**config.mk**
```make
export PLATFORM = sky130hd
export DESIGN_NAME = mem_port_arbiter
export DESIGN_NICKNAME = d
export VERILOG_FILES = /design/src/rtl/mem_port_arbiter_pkg.sv /design/src/rtl/mem_port_arbiter_watchdog.sv /design/src/rtl/mem_port_arbiter.sv
export SDC_FILE = /design/constraint.sdc
export NUM_CORES = 1
export LEC_CHECK = 0
export ABC_CLOCK_PERIOD_IN_PS = 2100
export CORE_AREA = 2 2 114 116
export DETAILED_ROUTE_END_ITERATION = 10
export DIE_AREA = 0 0 116 118
export GPL_TIMING_DRIVEN = 1
export PLACE_DENSITY_LB_ADDON = 0.3
export SLEW_MARGIN = 15
export SYNTH_ARGS = -nofsm -noshare
export SYNTH_HDL_FRONTEND = slang
export SYNTH_HIERARCHICAL = 1
export SYNTH_SLANG_ARGS = --single-unit
```
**constraint.sdc**
```tcl
create_clock -name clk -period 2.1 [get_ports clk]
set_clock_uncertainty 0.15 [all_clocks]
set_input_delay 0.21 -clock clk [delete_from_list [all_inputs] [get_ports clk]]
set_output_delay 0.21 -clock clk [all_outputs]
set_load 0.02 [all_outputs]
```
**src/rtl/mem_port_arbiter_pkg.sv**
```systemverilog
// ============================================================================
// Module   : mem_port_arbiter_pkg
// Purpose  : Shared types and the arbitration helper for mem_port_arbiter.
// Revision : 1.0 - initial release
// ============================================================================
`default_nettype none

package mem_port_arbiter_pkg;

  typedef enum logic [1:0] {
    IDLE     = 2'd0,
    REQ      = 2'd1,
    WAIT_RSP = 2'd2
  } arb_state_e;

  typedef enum logic [1:0] {
    OWN_NONE = 2'd0,
    OWN_IF   = 2'd1,
    OWN_DM   = 2'd2
  } arb_owner_e;

  // DM wins by default; IF wins a contested round once the DM streak is full.
  function automatic arb_owner_e arb_pick(input logic cand_if, input logic cand_dm,
                                          input logic streak_full);
    arb_owner_e pick;
    pick = OWN_NONE;
    if (cand_dm && !(cand_if && streak_full)) begin
      pick = OWN_DM;
    end else if (cand_if) begin
      pick = OWN_IF;
    end
    return pick;
  endfunction

endpackage

`default_nettype wire

```
**src/rtl/mem_port_arbiter_watchdog.sv**
```systemverilog
// ============================================================================
// Module   : mem_port_arbiter_watchdog
// Purpose  : Cycle counter that flags a transaction stuck longer than
//            TIMEOUT_CYCLES. Only built when MEM_ARB_TIMEOUT_EN is defined.
// Revision : 1.0 - initial release
// ============================================================================
`default_nettype none

`ifdef MEM_ARB_TIMEOUT_EN
module mem_port_arbiter_watchdog #(
  parameter int TIMEOUT_CYCLES = 255
) (
  input  logic clk,
  input  logic rst_n,
  input  logic active,
  input  logic restart,
  output logic expired
);

  localparam int CNT_W = $clog2(TIMEOUT_CYCLES + 1);

  logic [CNT_W-1:0] count;

  // Count busy cycles; any state change starts a fresh window.
  always_ff @(posedge clk or negedge rst_n) begin
    if (!rst_n) begin
      count <= '0;
    end else if (!active || restart) begin
      count <= '0;
    end else begin
      count <= count + 1'b1;
    end
  end

  // count holds cycles already spent, so the limit is reached in the
  // TIMEOUT_CYCLES-th busy cycle.
  assign expired = active && (count == CNT_W'(TIMEOUT_CYCLES - 1));

endmodule
`endif

`default_nettype wire

```
**src/rtl/mem_port_arbiter.sv**
```systemverilog
// ============================================================================
// Module   : mem_port_arbiter
// Purpose  : Shares one single-ported memory between fetch (IF) and data (DM)
//            requesters, one transaction outstanding at a time, with a DM
//            streak limit so IF cannot starve.
// Config   : MEM_ARB_TIMEOUT_EN - enables the transaction watchdog / err_o.
// Revision : 1.0 - initial release
// ============================================================================
`default_nettype none

module mem_port_arbiter
  import mem_port_arbiter_pkg::*;
#(
  parameter int ADDR_WIDTH     = 32,
  parameter int DATA_WIDTH     = 32,
  parameter int MAX_DM_STREAK  = 4,
  parameter int TIMEOUT_CYCLES = 255
) (
  input  logic                    clk,
  input  logic                    rst_n,
  input  logic                    if_req_i,
  input  logic [ADDR_WIDTH-1:0]   if_addr_i,
  output logic                    if_gnt_o,
  output logic                    if_rvalid_o,
  output logic [DATA_WIDTH-1:0]   if_rdata_o,
  input  logic                    dm_req_i,
  input  logic                    dm_we_i,
  input  logic [DATA_WIDTH/8-1:0] dm_be_i,
  input  logic [ADDR_WIDTH-1:0]   dm_addr_i,
  input  logic [DATA_WIDTH-1:0]   dm_wdata_i,
  output logic                    dm_gnt_o,
  output logic                    dm_rvalid_o,
  output logic [DATA_WIDTH-1:0]   dm_rdata_o,
  output logic                    mem_req_o,
  output logic                    mem_we_o,
  output logic [DATA_WIDTH/8-1:0] mem_be_o,
  output logic [ADDR_WIDTH-1:0]   mem_addr_o,
  output logic [DATA_WIDTH-1:0]   mem_wdata_o,
  input  logic                    mem_gnt_i,
  input  logic                    mem_rvalid_i,
  input  logic [DATA_WIDTH-1:0]   mem_rdata_i,
  output logic                    stall_if_o,
  output logic                    stall_mem_o,
  output logic                    err_o
);

  localparam int BE_WIDTH = DATA_WIDTH / 8;
  localparam int STREAK_W = $clog2(MAX_DM_STREAK + 1);
  localparam logic [STREAK_W-1:0] STREAK_MAX = STREAK_W'(MAX_DM_STREAK);

  typedef struct packed {
    logic                  we;
    logic [BE_WIDTH-1:0]   be;
    logic [ADDR_WIDTH-1:0] addr;
    logic [DATA_WIDTH-1:0] wdata;
  } mem_req_t;

  localparam mem_req_t MEM_REQ_IDLE = '0;

  arb_state_e            state, state_next;
  arb_owner_e            owner, owner_next, winner;
  logic [STREAK_W-1:0]   streak, streak_next;
  logic                  req_valid, req_valid_next;
  mem_req_t              fields, fields_next;
  logic                  cand_if, cand_dm, arbitrate;
  logic                  timeout;

`ifdef MEM_ARB_TIMEOUT_EN
  logic wd_active, wd_restart;
  assign wd_active  = (state != IDLE);
  assign wd_restart = (state_next != state);

  mem_port_arbiter_watchdog #(
    .TIMEOUT_CYCLES(TIMEOUT_CYCLES)
  ) u_watchdog (
    .clk     (clk),
    .rst_n   (rst_n),
    .active  (wd_active),
    .restart (wd_restart),
    .expired (timeout)
  );
`else
  // The limit only matters when the watchdog is built.
  logic unused_timeout_cfg;
  assign unused_timeout_cfg = (TIMEOUT_CYCLES != 0);
  assign timeout = 1'b0;
`endif

  // Next state, response routing and arbitration of the next owner.
  always_comb begin
    state_next     = state;
    owner_next     = owner;
    streak_next    = streak;
    req_valid_next = req_valid;
    fields_next    = fields;
    cand_if        = 1'b0;
    cand_dm        = 1'b0;
    arbitrate      = 1'b0;
    winner         = OWN_NONE;
    if_gnt_o       = 1'b0;
    dm_gnt_o       = 1'b0;
    if_rvalid_o    = 1'b0;
    dm_rvalid_o    = 1'b0;
    if_rdata_o     = '0;
    dm_rdata_o     = '0;

    if (timeout) begin
      // Abort: owner sees a zero-data response and the memory request drops.
      if_rvalid_o    = (owner == OWN_IF);
      dm_rvalid_o    = (owner == OWN_DM);
      state_next     = IDLE;
      owner_next     = OWN_NONE;
      req_valid_next = 1'b0;
      fields_next    = MEM_REQ_IDLE;
    end else begin
      case (state)
        IDLE: begin
          cand_if   = if_req_i;
          cand_dm   = dm_req_i;
          arbitrate = 1'b1;
        end
        REQ: begin
          if (mem_gnt_i) begin
            if_gnt_o       = (owner == OWN_IF);
            dm_gnt_o       = (owner == OWN_DM);
            state_next     = WAIT_RSP;
            req_valid_next = 1'b0;
          end
        end
        WAIT_RSP: begin
          if (mem_rvalid_i) begin
            if (owner == OWN_IF) begin
              if_rvalid_o = 1'b1;
              if_rdata_o  = mem_rdata_i;
            end
            if (owner == OWN_DM) begin
              dm_rvalid_o = 1'b1;
              dm_rdata_o  = mem_rdata_i;
            end
            // The completing side's req belongs to its next access, not this round.
            cand_if        = if_req_i && (owner != OWN_IF);
            cand_dm        = dm_req_i && (owner != OWN_DM);
            arbitrate      = 1'b1;
            state_next     = IDLE;
            owner_next     = OWN_NONE;
            req_valid_next = 1'b0;
            fields_next    = MEM_REQ_IDLE;
          end
        end
        default: state_next = IDLE;
      endcase
    end

    if (arbitrate) begin
      winner = arb_pick(cand_if, cand_dm, streak == STREAK_MAX);
      if (winner != OWN_NONE) begin
        state_next     = REQ;
        owner_next     = winner;
        req_valid_next = 1'b1;
        if (winner == OWN_DM) begin
          fields_next.we    = dm_we_i;
          fields_next.be    = dm_be_i;
          fields_next.addr  = dm_addr_i;
          fields_next.wdata = dm_wdata_i;
          if (if_req_i && (streak != STREAK_MAX)) begin
            streak_next = streak + 1'b1;
          end
        end else begin
          fields_next      = MEM_REQ_IDLE;
          fields_next.be   = '1;
          fields_next.addr = if_addr_i;
          streak_next      = '0;
        end
      end
    end
  end

  // State, owner, streak and registered memory-side request.
  always_ff @(posedge clk or negedge rst_n) begin
    if (!rst_n) begin
      state     <= IDLE;
      owner     <= OWN_NONE;
      streak    <= '0;
      req_valid <= 1'b0;
      fields    <= MEM_REQ_IDLE;
    end else begin
      state     <= state_next;
      owner     <= owner_next;
      streak    <= streak_next;
      req_valid <= req_valid_next;
      fields    <= fields_next;
    end
  end

  assign mem_req_o   = req_valid;
  assign mem_we_o    = fields.we;
  assign mem_be_o    = fields.be;
  assign mem_addr_o  = fields.addr;
  assign mem_wdata_o = fields.wdata;
  assign stall_if_o  = if_req_i & ~if_rvalid_o;
  assign stall_mem_o = dm_req_i & ~dm_rvalid_o;
  assign err_o       = timeout;

endmodule

`default_nettype wire

```
# == Yosys cells after proc, flatten, opt, wreduce, memory -nomap -nowiden ==
# Index checks and enable logic that the tools add are counted.
# totals
output_inout_bits,141
register_bits,77
elab_cells,78
# classes
mux,46
n_addsub,1
bitwise,4
eq_ne,10
reduce_logical,9
# ops
op,n
$mux 69,5
$mux 32,6
$mux 2,10
$mux 1,18
$pmux 1 s2,4
$eq 2x2->1 const B,3
$mux 3,2
$pmux 2 s3,1
$logic_and 1x1->1,5
$eq 2x1->1 const B,2
$ne 2x1->1 const B,2
$add 3x1->3 const B,1
$eq 3x3->1 const B,1
$ne 3x3->1 const B,1
$reduce_and 3->1,1
$and 1x1->1,2
$logic_not 2->1,1
$ne 2x2->1 const B,1
$not 1->1,2
$reduce_bool 2->1,1
$logic_not 1->1,1

# == Longest topological paths before layout ==
# Gate-level depths: netlist (run 1).
# depth
word_depth,13
ltp_mapped,9
ltp_nobuf,7

# == Worst setup path after synthesis (run 1) ==
# No wires, ideal clock.
# synth_timing
path_kind,register to output
start,register state[0]
end,output if_rdata_o[22]
setup_slack_ps,-6
t_required_ps,1740
path_stages_with_launch,7
t_arrival_ps,1746
cell_sequence,dfrtp_1 > inv_1 > ha_1 > nand2_1 > nor2_1 > clkbuf_1 > and2_1
# synth_between
elab_chain_cells,2
# synth_lines
element,line,text
"start, declared",mem_port_arbiter.sv:60,"arb_state_e state, state_next;"
"start signal, assigned",mem_port_arbiter.sv:187,state <= state_next;
$eq 2x2->1,mem_port_arbiter.sv:116,case (state)
$mux 32,mem_port_arbiter.sv:116,
"end, declared",mem_port_arbiter.sv:25,"output logic [DATA_WIDTH-1:0] if_rdata_o,"
# Every way passes these cells.

# == Final worst setup path (run 1) ==
# layout_timing
start,register state[0]
end,output if_rdata_o[17]
# Same word-level chain as after synthesis.

==> results of run 1 <==
-- cells in the final DEF, fill, tap and decap left out, types with 4 or more instances in the layout --
cell,Yosys,routed
buf_6,4,10
clkdlybuf4s50_1,0,207
nor2_1,8,6
clkbuf_16,0,10
a21o_1,36,36
buf_12,0,9
buf_2,5,28
dfrtp_1,77,77
nand2_1,6,4
a22o_1,65,65
and2_1,65,60
and2_4,0,4
ha_1,6,4
a21oi_1,10,10
inv_1,12,11
buf_4,5,48
-- where the power goes --
group	leakage, nW	internal (mW)	switching (mW)
sequential	0.957	2.24	0.433
clock	0.166	1.11	0.609
combinational	2.34	3.07	2.75
-- final cells by class --
cell class,instances,area share
sequential,77,0.266
multi-input combinational,219,0.239
clock inverter,5,0.0114
inverter,12,0.00621
timing repair buffer,309,0.413
tap,172,0.0297
antenna,2,0.000690
clock buffer,11,0.0348
-- state kept, by name, summed over array words and instances, names as in the netlist --
| name | cells |
|---|---|
| streak | 3 |
| mem_we_o | 1 |
| state | 2 |
| mem_be_o | 4 |
| owner | 2 |
| mem_addr_o | 32 |
| mem_wdata_o | 32 |
| mem_req_o | 1 |
-- cells by family after synthesis --
family          synth area share
compound gates             0.257
xor+xnor                 0.00466
fa+ha+maj                 0.0200
buf+inv                   0.0536
flops                      0.512
other cells             0.000997
simple gates               0.152
-- metal layers --
layer	up-vias	wire [um]	GRT usage	part of all wire
met5	-	0	0	0
met4	0	336	0.0744	0.024
met3	23	1560	0.0793	0.11
met2	203	6760	0.345	0.49
met1	1830	5060	0.215	0.37
li1	1769	-	-	-
-- stage by stage --
stage               power [mW]  setup slack (ns)  utilization  area [um2]  hold WS [ns]
floorplan                 5.63            0.0203            -        3760        -0.236
global placement          8.06            -0.178        0.552        6860        0.0507
detailed placement        8.15            -0.197        0.552        6860        0.0593
CTS                       10.2           -0.0245        0.578        7180         0.250
global route              10.8           -0.0491        0.585        7260         0.272
finish                    10.2            0.0483        0.585        7260         0.252
-- path summary, 6_finish.rpt --
path | start | endpoint | slack (ns) | cells past startpoint
worst max-delay path | state[0]$_DFF_PN0_ | if_rdata_o[17] | 0.05 | 7
worst min register to register | mem_req_o$_DFF_PN0_ | mem_req_o$_DFF_PN0_ | 0.33 | 1
min in group clk | dm_be_i[1] | mem_be_o[1]$_DFF_PN0_ | 0.27 | 3
worst min-delay path | rst_n | mem_wdata_o[17]$_DFF_PN0_ | 0.25 | 2
max in group asynchronous | rst_n | mem_addr_o[7]$_DFF_PN0_ | 0.93 | 3
worst max register to register | state[0]$_DFF_PN0_ | mem_wdata_o[8]$_DFF_PN0_ | 0.06 | 9
-- worst max-delay path: cells and delay by family, from the launching register on --
family / cells / cell delay (ns)
buffers and inverters: 3 / 0.48
and+or+nand+nor: 3 / 0.34
adders and majority gates: 1 / 0.15
DFF: 1 / 0.39
-- timing repair --
action,CTS,global route
setup buffers,4,1
setup endpoints to repair,144,88
hold buffers,1,0
resized for setup,318,39
cloned,5,1
hold endpoints to repair,37,0
pin swaps,1,13
==> run_summary.xml, run 1 <==
<?xml version="1.0" encoding="UTF-8"?>
<metrics>
  <group name="status">
    <metric name="run_status" unit="">completed</metric>
  </group>
  <group name="timing">
    <metric name="final_hold_viols" unit="">0</metric>
    <metric name="rsz0062_at_grt" unit="">true</metric>
    <metric name="layout_min_cycle_time" unit="ns">2.05</metric>
    <metric name="number_of_slew_limit_violations_in_the_final_report" unit="">0</metric>
    <metric name="clock.fmax" unit="MHz">487</metric>
    <metric name="setup_violating_endpoint_count_in_the_final_report" unit="">0</metric>
    <metric name="final_min_period_over_clock_period" unit="">0.977</metric>
    <metric name="fin_setup_tns" unit="ns">0</metric>
  </group>
  <group name="layout">
    <metric name="filler_cell_count" unit="">1094</metric>
    <metric name="final_nets" unit="">773</metric>
    <metric name="multiInputGateArea" unit="um2">1730</metric>
    <metric name="synthToLayoutAreaGrowth" unit="%">93.0</metric>
    <metric name="layoutNonFillerInstCount" unit="">807</metric>
    <metric name="layout-drive-gt1-share" unit="">0.221</metric>
    <metric name="layout.area.seq" unit="um2">1930</metric>
  </group>
  <group name="global_route">
    <metric name="largest_net_degree_at_the_start_of_global_routing" unit="">41</metric>
    <metric name="grt_util_all_layers" unit="">0.199</metric>
    <metric name="grt_pass1_vias" unit="">4152</metric>
    <metric name="global_route.overflow_total" unit="">0</metric>
    <metric name="grt_pass1_wl" unit="um">21300</metric>
    <metric name="grt_antenna_before_repair" unit="">2</metric>
  </group>
  <group name="clock_network">
    <metric name="clk_pin_slew_worst_paths" unit="ns">0.06</metric>
    <metric name="cts-root-buf" unit="">clkbuf_16</metric>
    <metric name="worst_skew_late_latency" unit="ns">0.33</metric>
    <metric name="cts_htree_levels" unit="">3</metric>
    <metric name="clkSinkCount" unit="">77</metric>
    <metric name="cts_tree" unit="">yes</metric>
    <metric name="cts_made_buffers" unit="">9</metric>
    <metric name="clockBufferDepth" unit="">2</metric>
  </group>
  <group name="placement">
    <metric name="number_of_cells_after_detailed_placement" unit="">779</metric>
    <metric name="hpwl" unit="um">9630</metric>
    <metric name="port-buffer-count" unit="">278</metric>
    <metric name="place.gp.congestion" unit="">0.798</metric>
  </group>
  <group name="logic_synthesis">
    <metric name="commonest_cells_post_synth" unit="">77 x dfrtp_1, 65 x a22o_1, 65 x and2_1</metric>
    <metric name="synth-warning-count" unit="">6</metric>
    <metric name="synth_cell_types" unit="">32</metric>
    <metric name="syn_avg_cell_area" unit="um2">11.2</metric>
    <metric name="synth_edf_count" unit="">0</metric>
    <metric name="post-synth-top-area-fraction" unit="">0.512</metric>
    <metric name="synth_nets" unit="">480</metric>
    <metric name="synth.cell_area" unit="um2">3760</metric>
    <metric name="synth-async-reset-ratio" unit="">1.00</metric>
    <metric name="synthTopCellsByArea" unit="">dfrtp_1 51%, a22o_1 15%, and2_1 11%, a21o_1 7.2%, ha_1 2.0%</metric>
    <metric name="synth.yosys.seq_area_share" unit="">0.512</metric>
    <metric name="most_common_cell_in_the_netlist" unit="">dfrtp_1</metric>
    <metric name="netlist.top_cell.by_area" unit="">dfrtp_1</metric>
    <metric name="dominantRegCellSynth" unit="">dfrtp_1</metric>
    <metric name="yosys_register_bits" unit="">77</metric>
    <metric name="syn-instance-count" unit="">335</metric>
  </group>
  <group name="routing">
    <metric name="drt-initial-drc-count" unit="">93</metric>
    <metric name="drc" unit="">0</metric>
    <metric name="route.detailed.wl_per_inst" unit="um">17.0</metric>
    <metric name="drt-total-wl" unit="um">13700</metric>
    <metric name="via_per_inst" unit="">4.74</metric>
    <metric name="detailroute.via_count" unit="">3825</metric>
    <metric name="postRouteAntennaNets" unit="">0</metric>
    <metric name="detail_route.first_pass.iterations" unit="">4</metric>
  </group>
  <group name="worst_setup_path">
    <metric name="critPathRequiredTime" unit="ns">1.74</metric>
    <metric name="list_of_cells_traversed_by_the_critical_path" unit="">inv_2 &gt; ha_4 &gt; nand2_4 &gt; nor2_4 &gt; bufbuf_16 &gt; and2_1 &gt; buf_6</metric>
    <metric name="max_stage_delay_cell_worst_path" unit="">dfrtp_1</metric>
    <metric name="cp.arrival" unit="ns">1.69</metric>
    <metric name="worst-path-max-fanout" unit="">8</metric>
    <metric name="critPathMaxStageDelay" unit="ns">0.39</metric>
    <metric name="endpoint_kind" unit="">output port</metric>
    <metric name="critical_path_class" unit="">reg -&gt; out</metric>
    <metric name="worstSetupStartpointType" unit="">register</metric>
  </group>
  <group name="floorplanning">
    <metric name="floorplan.core_area" unit="um2">12400</metric>
    <metric name="num_io_pins" unit="">280</metric>
    <metric name="die_area" unit="um2">13700</metric>
    <metric name="starting_density" unit="">0.303</metric>
    <metric name="dieWidth" unit="um">116</metric>
    <metric name="die_h" unit="um">118</metric>
    <metric name="rows" unit="">41</metric>
  </group>
  <group name="min_path">
    <metric name="hold_path_class" unit="">in -&gt; async</metric>
  </group>
  <group name="job">
    <metric name="drv.max_cap_violation_count" unit="">0</metric>
  </group>
  <group name="power_and_ir_drop">
    <metric name="static_leak" unit="nW">3.46</metric>
    <metric name="powerDensity" unit="nW/um2">1410</metric>
    <metric name="ir_worst_vdd" unit="mV">0.770</metric>
  </group>
</metrics>
No activity file was read; power rests on OpenSTA's default activity.
==> run 2, diff against run 1 <==
--- a/config.mk
+++ b/config.mk
@@ -16,3 +16,4 @@
 export SYNTH_HDL_FRONTEND = slang
 export SYNTH_HIERARCHICAL = 1
 export SYNTH_SLANG_ARGS = --single-unit
+export TNS_END_PERCENT = 30
==> run 2 against run 1 <==
Against the previous run:
- clock-buffer cell count rose by 1
- clock power decreased by 9%
- hold slack worse by 0.11 ns
- worst setup slack worse by 0.046 ns
- non-clock buffer count up 3
- combinational power down 0.9%
- wire length is 2.4% higher
- die area unchanged
- fmax decreased by 2.2%
==> run_summary.xml, run 2 (synthesis gave the netlist of run 1 again) <==
<?xml version="1.0" encoding="UTF-8"?>
<metrics>
  <group name="layout">
    <metric name="final_nets" unit="">776</metric>
    <metric name="synthToLayoutAreaGrowth" unit="%">93.6</metric>
    <metric name="mostFrequentLayoutCells" unit="">207 x clkdlybuf4s50_1, 77 x dfrtp_1, 65 x a22o_1</metric>
    <metric name="layoutNonFillerInstCount" unit="">809</metric>
    <metric name="layout-drive-gt1-share" unit="">0.237</metric>
    <metric name="finish.utilization" unit="">0.586</metric>
    <metric name="mostFrequentLayoutCell" unit="">clkdlybuf4s50_1</metric>
  </group>
  <group name="clock_network">
    <metric name="cts-root-buf" unit="">clkbuf_16</metric>
    <metric name="clkSinkCount" unit="">77</metric>
    <metric name="clk_pin_slew_worst_paths" unit="ns">0.06</metric>
    <metric name="cts_tree" unit="">yes</metric>
    <metric name="cts_htree_levels" unit="">3</metric>
    <metric name="worst_skew_late_latency" unit="ns">0.33</metric>
    <metric name="clockBufferDepth" unit="">2</metric>
    <metric name="cts_made_buffers" unit="">9</metric>
  </group>
  <group name="routing">
    <metric name="drt-total-wl" unit="um">14100</metric>
    <metric name="detailroute.via_count" unit="">3852</metric>
    <metric name="drt-initial-drc-count" unit="">131</metric>
    <metric name="postRouteAntennaNets" unit="">0</metric>
    <metric name="via_per_inst" unit="">4.76</metric>
    <metric name="detail_route.first_pass.iterations" unit="">4</metric>
    <metric name="drc" unit="">0</metric>
    <metric name="route.detailed.wl_per_inst" unit="um">17.4</metric>
  </group>
  <group name="worst_setup_path">
    <metric name="worstSetupStartpointType" unit="">register</metric>
    <metric name="worst_setup_sp" unit="">state[0]$_DFF_PN0_</metric>
    <metric name="timing.reg2reg.setup_slack" unit="ns">0.03</metric>
    <metric name="critPathRequiredTime" unit="ns">1.74</metric>
    <metric name="critical_path_class" unit="">reg -&gt; out</metric>
    <metric name="worst-path-max-fanout" unit="">17</metric>
    <metric name="endpoint_kind" unit="">output port</metric>
    <metric name="rr_endpoint" unit="">mem_addr_o[6]$_DFF_PN0_</metric>
    <metric name="reg2reg_from" unit="">state[0]$_DFF_PN0_</metric>
    <metric name="setup.worst_path.end" unit="">if_rdata_o[22]</metric>
    <metric name="ff2ff_path_depth" unit="">9</metric>
    <metric name="cp.arrival" unit="ns">1.74</metric>
  </group>
  <group name="placement">
    <metric name="port-buffer-count" unit="">278</metric>
    <metric name="number_of_cells_after_detailed_placement" unit="">785</metric>
    <metric name="hpwl" unit="um">10600</metric>
    <metric name="place.gp.congestion" unit="">0.795</metric>
  </group>
  <group name="timing">
    <metric name="number_of_slew_limit_violations_in_the_final_report" unit="">0</metric>
    <metric name="final_hold_viols" unit="">0</metric>
    <metric name="final_min_period_over_clock_period" unit="">0.999</metric>
    <metric name="setup_violating_endpoint_count_in_the_final_report" unit="">0</metric>
    <metric name="clock.fmax" unit="MHz">477</metric>
    <metric name="rsz0062_at_grt" unit="">true</metric>
    <metric name="layout_min_cycle_time" unit="ns">2.10</metric>
  </group>
  <group name="global_route">
    <metric name="grt_antenna_before_repair" unit="">1</metric>
    <metric name="grt_pass1_vias" unit="">3969</metric>
    <metric name="grt_util_all_layers" unit="">0.201</metric>
    <metric name="grt_pass1_wl" unit="um">21300</metric>
    <metric name="largest_net_degree_at_the_start_of_global_routing" unit="">40</metric>
    <metric name="global_route.overflow_total" unit="">0</metric>
  </group>
  <group name="min_path">
    <metric name="hold_path_class" unit="">in -&gt; async</metric>
  </group>
  <group name="power_and_ir_drop">
    <metric name="comb_power_share" unit="">0.573</metric>
    <metric name="cellInternalPower" unit="mW">6.25</metric>
    <metric name="power.share.sequential" unit="">0.271</metric>
    <metric name="switching_share" unit="">0.380</metric>
    <metric name="ir_worst_vdd" unit="mV">0.911</metric>
    <metric name="switching_power" unit="mW">3.83</metric>
    <metric name="powerDensity" unit="nW/um2">1380</metric>
    <metric name="pwr-share-clk" unit="">0.156</metric>
    <metric name="static_leak" unit="nW">3.46</metric>
  </group>
  <group name="status">
    <metric name="run_status" unit="">completed</metric>
  </group>
  <group name="floorplanning">
    <metric name="num_io_pins" unit="">280</metric>
    <metric name="die_area" unit="um2">13700</metric>
    <metric name="starting_density" unit="">0.303</metric>
    <metric name="die_h" unit="um">118</metric>
    <metric name="rows" unit="">41</metric>
    <metric name="dieWidth" unit="um">116</metric>
    <metric name="floorplan.core_area" unit="um2">12400</metric>
  </group>
  <group name="job">
    <metric name="drv.max_cap_violation_count" unit="">0</metric>
  </group>
</metrics>
==> run 2: cell types whose count changed in the layout (fill, tap and decap cells not counted), sizes merged, moves of 2 or more <==
| cell | delta |
|---|---|
| buf | +2 |
| clkbuf | +2 |
| clkinv | -3 |
| inv | +2 |
==> run 2: cell type report <==
class | count | area [um2]
antenna | 1 | 2.50
clock buffer | 12 | 246
clock inverter | 4 | 55.1
fill | 1075 | 5130
inverter | 12 | 45.0
multi-input combinational | 219 | 1760
sequential | 77 | 1930
tap | 172 | 215
timing repair buffer | 312 | 3030
==> run 2: repair_timing <==
| item | 4_1_cts | 5_1_grt |
|---|---|---|
| gates cloned | 2 | 1 |
| hold buffers | 1 | 0 |
| pin swaps | 2 | 16 |
| resized for setup | 293 | 91 |
| endpoints found under the setup margin | 144 | 120 |
| hold endpoints to repair | 77 | 0 |
| setup buffers | 2 | 3 |
==> run 2: how the worst min path moves through the flow <==
stage	cells after the start	slack, ns	endpoint
final	2	0.15	mem_addr_o[16]$_DFF_PN0_
after global placement	1	-0.06	mem_addr_o[16]$_DFF_PN0_
after CTS	2	0.12	mem_addr_o[13]$_DFF_PN0_
after detailed placement	1	-0.06	mem_addr_o[15]$_DFF_PN0_
after global routing	2	0.17	mem_addr_o[14]$_DFF_PN0_
after floorplan	0	-0.24	mem_addr_o[0]$_DFF_PN0_
==> run 2: through the flow <==
stage	area, um2	hold slack [ns]	setup slack, ns	power (mW)	setup TNS, ns
global placement	6890	-0.0616	-0.273	8.12	-18.66
floorplan	3760	-0.236	-0.00136	5.63	-0.0109
detailed placement	6890	-0.0568	-0.312	8.27	-23.33
global route	7280	0.174	-0.0462	10.7	-1.49
CTS	7000	0.124	-0.158	9.93	-8.15
finish	7280	0.146	0.00278	10.1	0
==> run 2: power groups by stage <==
stage	Sequential, mW	Combinational (mW)	Clock (mW)
after CTS	2.72	5.58	1.62
final	2.73	5.77	1.57
after global routing	2.82	6.17	1.68
after detailed placement	2.71	5.57	0
after floorplan	3.47	2.15	0
after global placement	2.69	5.43	0
==> run 2: per-layer routing <==
metal  vias up  part of all wire  global-route usage  wire, um
li1       1782                 -                   -         -
met1      1832              0.37               0.218      5150
met2       208              0.51               0.368      7210
met3        30             0.092              0.0546      1300
met4         0             0.029              0.0737       402
met5         -                 0                   0         0
==> run 2: critical path, cell delays in order, from the launching register on <==
cell and delay (ns):
dfrtp_1 0.40, inv_2 0.10, ha_4 0.15, nand2_4 0.07, nor2_4 0.23, buf_12 0.17
and2_1 0.15, buf_6 0.12
